<file path="src/rtl/riscv_pkg.sv">
// riscv_pkg: opcodes, NOP, fetch FSM states and IF/ID record shared by the RV32I pipeline
package riscv_pkg;
  localparam logic [6:0] R_TYPE = 7'b0110011;
  localparam logic [6:0] LW     = 7'b0000011;
  localparam logic [6:0] SW     = 7'b0100011;
  localparam logic [6:0] BR     = 7'b1100011;
  localparam logic [6:0] JAL    = 7'b1101111;
  localparam logic [6:0] JALR   = 7'b1100111;
  localparam logic [6:0] I_TYPE = 7'b0010011;
  localparam logic [6:0] HALT   = 7'b0000001;
  localparam logic [6:0] U_TYPE = 7'b0110111;
  localparam logic [31:0] NOP_INSTR = 32'h0000_0013;
  typedef enum logic [1:0] {RUN, DRAIN, HALTED} fetch_state_t;
  typedef struct packed {
    logic [31:0] pc;
    logic [31:0] instr;
    logic        valid;
  } ifid_t;
endpackage

</file>
<file path="src/rtl/if_halt_fsm.sv">
// if_halt_fsm: HALT drain sequencer (RUN -> DRAIN -> HALTED), cancelled by branch_taken
module if_halt_fsm
  import riscv_pkg::*;
#(
  parameter int HALT_DRAIN = 3
) (
  input  logic         clk,
  input  logic         reset,
  input  logic         stall,
  input  logic         branch_taken,
  input  logic [6:0]   opcode,
  output fetch_state_t state,
  output logic         halted
);
  fetch_state_t state_n;
  logic [3:0] cnt, cnt_n;
  logic halted_n;
  always_ff @(posedge clk) begin
    if (!reset) begin
      state  <= RUN;
      cnt    <= '0;
      halted <= 1'b0;
    end else begin
      state  <= state_n;
      cnt    <= cnt_n;
      halted <= halted_n;
    end
  end
  always_comb begin
    state_n  = state;
    cnt_n    = cnt;
    halted_n = halted;
    if (branch_taken) begin
      state_n  = RUN;
      cnt_n    = '0;
      halted_n = 1'b0;
    end else if (!stall) begin
      case (state)
        RUN: if (opcode == HALT) begin
          state_n = DRAIN;
          cnt_n   = 4'(HALT_DRAIN - 1);
        end
        DRAIN: if (cnt == '0) begin
          state_n  = HALTED;
          halted_n = 1'b1;
        end else cnt_n = cnt - 4'd1;
        default: ;
      endcase
    end
  end
endmodule

</file>
<file path="src/rtl/if_stage.sv">
// if_stage: RV32I fetch stage owning the PC and the IF/ID register.
// Define IF_PERF_CNT_EN to add saturating fetch_count/bubble_count outputs.
module if_stage
  import riscv_pkg::*;
#(
  parameter logic [31:0] RESET_PC   = 32'h0000_0000,
  parameter int          IMEM_AW    = 9,
  parameter int          HALT_DRAIN = 3
) (
  input  logic               clk,
  input  logic               reset,
  input  logic               stall,
  input  logic               branch_taken,
  input  logic [31:0]        branch_target,
  output logic [IMEM_AW-1:0] imem_addr,
  input  logic [31:0]        imem_rdata,
  output logic [31:0]        pc_out,
  output logic [31:0]        ifid_pc,
  output logic [31:0]        ifid_instr,
  output logic               ifid_valid,
`ifdef IF_PERF_CNT_EN
  output logic [31:0]        fetch_count,
  output logic [31:0]        bubble_count,
`endif
  output logic               halted
);
  fetch_state_t state;
  ifid_t ifid;
  logic [31:0] pc;
  if_halt_fsm #(.HALT_DRAIN(HALT_DRAIN)) u_fsm (
    .clk          (clk),
    .reset        (reset),
    .stall        (stall),
    .branch_taken (branch_taken),
    .opcode       (imem_rdata[6:0]),
    .state        (state),
    .halted       (halted)
  );
  always_ff @(posedge clk) begin
    if (!reset) begin
      pc   <= RESET_PC & ~32'h3;
      ifid <= '{pc: '0, instr: NOP_INSTR, valid: 1'b0};
    end else if (branch_taken) begin
      pc         <= branch_target & ~32'h3;
      ifid.instr <= NOP_INSTR;
      ifid.valid <= 1'b0;
    end else if (!stall) begin
      if (state == RUN) begin
        ifid <= '{pc: pc, instr: imem_rdata, valid: 1'b1};
        pc   <= imem_rdata[6:0] == HALT ? pc : pc + 32'd4;
      end else begin
        ifid.instr <= NOP_INSTR;
        ifid.valid <= 1'b0;
      end
    end
  end
  assign imem_addr  = pc[IMEM_AW+1:2];
  assign pc_out     = pc;
  assign ifid_pc    = ifid.pc;
  assign ifid_instr = ifid.instr;
  assign ifid_valid = ifid.valid;
`ifdef IF_PERF_CNT_EN
  logic loads_valid, loads_bubble;
  assign loads_valid  = !branch_taken && !stall && state == RUN;
  assign loads_bubble = branch_taken || (!stall && state != RUN);
  always_ff @(posedge clk) begin
    if (!reset) begin
      fetch_count  <= '0;
      bubble_count <= '0;
    end else begin
      if (loads_valid && !(&fetch_count)) fetch_count <= fetch_count + 32'd1;
      if (loads_bubble && !(&bubble_count)) bubble_count <= bubble_count + 32'd1;
    end
  end
`endif
endmodule

</file>
<file path="config.mk">
export PLATFORM = sky130hd
export DESIGN_NAME = if_stage
export DESIGN_NICKNAME = d
export VERILOG_FILES = /design/src/rtl/riscv_pkg.sv /design/src/rtl/if_halt_fsm.sv /design/src/rtl/if_stage.sv
export SDC_FILE = /design/constraint.sdc
export NUM_CORES = 1
export LEC_CHECK = 0
export ABC_AREA = 1
export CAP_MARGIN = 20
export CORE_ASPECT_RATIO = 1.4
export CORE_MARGIN = 2
export CORE_UTILIZATION = 40
export CTS_CLUSTER_SIZE = 16
export DETAILED_ROUTE_END_ITERATION = 12
export PLACE_DENSITY = 0.7
export SKIP_CTS_REPAIR_TIMING = 1
export SYNTH_ARGS = -nofsm -noshare
export SYNTH_HDL_FRONTEND = slang
export SYNTH_HIERARCHICAL = 1
export SYNTH_SLANG_ARGS = --single-unit
</file>
<file path="constraint.sdc">
create_clock -name clk -period 1.9 [get_ports clk]
set_input_delay 0.38 -clock clk [delete_from_list [all_inputs] [get_ports clk]]
set_output_delay 0.38 -clock clk [all_outputs]
set_load 0.005 [all_outputs]
</file>
==> run summary <==
top cells by area in the synthesized netlist - sky130_fd_sc_hd__dfxtp_1, sky130_fd_sc_hd__nand2_1, sky130_fd_sc_hd__a21oi_1, sky130_fd_sc_hd__nor2_1, sky130_fd_sc_hd__o21ai_0
flop-to-flop setup slack - 0.15 ns
post-synthesis cell count - 704
share of Yosys cell area claimed by the top area cell type - 0.418
via/cell ratio - 4.99
Layout Nets - 952
FILL cells - 1073
Std-Cell Rows - 47
initial standard-cell utilization of the core - 0.407
area growth from synthesis to final layout - 47.1%
flop and latch count out of synthesis - 100
Achievable Freq - 548 MHz
area of the core region - 11800 um^2
cell chosen for the clock root - sky130_fd_sc_hd__clkbuf_16
number of sinks on the clock net - 100
chip height - 133 um
net switching component of the power - 0.00127 W
predominant post-synthesis flop cell - sky130_fd_sc_hd__dfxtp_1
antenna cell count - 0
via count of the first global-routing pass - 5013
half-perimeter wire length after detailed placement - 11600 um
startpoint type of the worst setup path - flip-flop
Clk pwr share - 0.368
power density cells - 707 nW/um^2
Port Buffers - 168
Int Pwr - 0.00371 W
FF-to-FF End - pc_out[12]
number of maximum-capacitance constraint violations - 0
reg2reg path depth - 8
Arr. time, crit path - 1.45 ns
final setup violating endpoints - 0
die extent in x - 96.5 um
sequential-to-total area share from yosys stat - 0.418
final design area excluding fillers - 7040 um^2
number of DRC violations after detailed-routing iteration 0 - 223
utilization after layout - 0.599
Setup crit end kind - primary output
die area - 12900 um^2
clock tree from TritonCTS - yes
worst ir drop on vdd - 0.000405 V
fraction of final layout cells with drive strength greater than 1 - 0.0790
cell count of the worst hold path - 2
final critical delay including setup and external delays - 1.83 ns
reg-to-reg startpoint - pc_out[3]
placed cell area - 6740 um^2
initial antenna violation count - 0
Reg power frac - 0.461
Pleak - 2.73 nW
Post-Syn Area - 4790 um^2
worst slack at placement - -0.144 ns
clock-pin slew reported for the worst setup and hold paths after clock tree synthesis - 0.06 ns
total vias in the final route - 5152
DRT antenna net count - 0
top fanout value on the critical path - 6
Fin Clk Skew - 0.0100 ns
outcome - completed
first-pass GRT wire length - 23600 um
setup repair after global routing missed its margin - true
EDFF count, synth - 0
total count of hold-check failures in the final report - 0
WL final - 15100 um
switch share - 0.254
drt drc - 0
post-route worst setup slack - 0.0740 ns
Placer Congestion - 0.906
wire length per cell after detailed routing - 14.6 um
drt first pass iters - 4
startpoint of the worst hold path - u_fsm/halted
Yosys Warn Count - 6
total chip power - 0.00498 W
Synth area leader - sky130_fd_sc_hd__dfxtp_1
clock latency on the worst-skew pair - 0.34 ns
path category of the worst min-delay check - flip-flop to flip-flop
global-route usage over all layers - 0.234
Max Buffers Root-to-Sink - 2
total grt overflow - 0
final-report max-slew violation count - 0
post-synthesis cell type count - 38
maximum number of pins on one net before global-route repair - 39
combinational cell fraction of total power - 0.171
final clock period utilization by the worst path - 0.961
number of buffers added by the clock tree synthesis step - 9
Post-Route Setup TNS - 0 ns
data required time of the worst path - 1.52 ns
Setup Crit Path Kind - flip-flop to primary output
I/O pin cnt - 175
Avg Cell Area, Syn - 6.80 um^2
H-tree depth - 3
Endpoint, Worst Hold - u_fsm/halted
proportion of register bits with asynchronous set or reset after synthesis - 0
-- registers in the layout, indices dropped and copies added, names as in the netlist --
name and count:
ifid_instr 32, ifid_pc 30, pc_out 30, u_fsm/cnt 4, u_fsm/state 2, ifid_valid 1
u_fsm/halted 1
-- Yosys cell counts, types with 3 or more instances --
cell type and count:
sky130_fd_sc_hd__nand4_1 3, sky130_fd_sc_hd__nor2_1 101, sky130_fd_sc_hd__o22ai_1 3, sky130_fd_sc_hd__ha_1 3, sky130_fd_sc_hd__a21oi_1 79, sky130_fd_sc_hd__a31oi_1 3, sky130_fd_sc_hd__buf_2 6, sky130_fd_sc_hd__nand2_1 195
sky130_fd_sc_hd__clkbuf_1 18, sky130_fd_sc_hd__nand3_1 36, sky130_fd_sc_hd__o21ai_0 46, sky130_fd_sc_hd__xnor2_1 3, sky130_fd_sc_hd__nor2_4 3, sky130_fd_sc_hd__nand2_2 4, sky130_fd_sc_hd__nor2_2 4, sky130_fd_sc_hd__xor2_1 9
sky130_fd_sc_hd__inv_1 50, sky130_fd_sc_hd__buf_4 15, sky130_fd_sc_hd__dfxtp_1 100
-- per-layer routing --
metal,GRT usage,up-vias,part of all wire
li1,-,2591,-
met1,0.243,2364,0.38
met2,0.430,174,0.52
met3,0.0543,23,0.073
met4,0.110,0,0.025
met5,0,-,0
-- power groups by stage --
stage               clock network [W]  logic [W]  registers (W)
finish                        0.00183   0.000849        0.00230
global route                  0.00195   0.000932        0.00231
detailed placement                  0   0.000849        0.00234
floorplan                           0   0.000333        0.00234
global placement                    0   0.000837        0.00234
CTS                           0.00187   0.000856        0.00230
-- cells by family (layout without fill, tap and decap cells) --
logic type                 count (synthesis)  in the layout  share of synthesized area
AOI/OAI and AO/OA                        138            138                      0.152
xor gates and xnor gates                  12             12                     0.0220
other                                      1              4                   0.000783
and+or+nand+nor                          356            356                      0.309
adders and majority gates                  3              3                    0.00784
buffers and inverters                     94            273                     0.0909
DFF                                      100            100                      0.418
-- critical path: stages, from the launching register on --
cell,delay [ns]
sky130_fd_sc_hd__dfxtp_1,0.46
sky130_fd_sc_hd__buf_4,0.16
sky130_fd_sc_hd__clkdlybuf4s50_1,0.48
-- metrics by stage --
| stage | cells | hold slack, ns |
|---|---|---|
| floorplan | 707 | 0.447 |
| global placement | 1017 | 0.441 |
| detailed placement | 1017 | 0.442 |
| CTS | 1033 | 0.452 |
| global route | 1033 | 0.466 |
| finish | 1033 | 0.450 |
-- worst max path at each step --
stage,from,cells after the start,to
2_1_floorplan,pc_out[2],10,pc_out[22]
3_3_place_gp,imem_rdata[4],10,pc_out[24]
3_5_place_dp,imem_rdata[4],9,pc_out[31]
4_1_cts,pc_out[4],2,pc_out[4]
5_1_grt,pc_out[3],8,pc_out[14]
6_report,pc_out[4],2,pc_out[4]
-- cell type report --
cell class | count | area [um^2] | area share
repair buffers | 205 | 2000 | 0.284
well taps | 147 | 184 | 0.0261
multi-input cells | 513 | 2370 | 0.336
inverters | 52 | 198 | 0.0281
flip-flops and latches | 100 | 2000 | 0.284
clock inverters | 5 | 61.3 | 0.00871
clock buffers | 11 | 233 | 0.0330
-- cells in the final DEF (no fill, tap or decap), drive strengths merged --
| cell | n |
|---|---|
| nand3 | 36 |
| a21o | 1 |
| inv | 53 |
| and2 | 2 |
| dfxtp | 100 |
| clkdlybuf4s50 | 168 |
| nor3 | 1 |
| or2 | 2 |
| a21oi | 80 |
| a211oi | 2 |
| o21bai | 1 |
| ha | 3 |
| bufinv | 1 |
| clkinv | 3 |
| nand2 | 200 |
| o21ai | 47 |
| clkbuf | 11 |
| xor2 | 9 |
| and3 | 1 |
| nor2 | 109 |
| conb | 4 |
| a31oi | 3 |
| buf | 37 |
| nand4 | 3 |
| nand3b | 2 |
| o22ai | 3 |
| xnor2 | 3 |
| a22oi | 1 |
No activity file was read; power rests on OpenSTA's default activity.
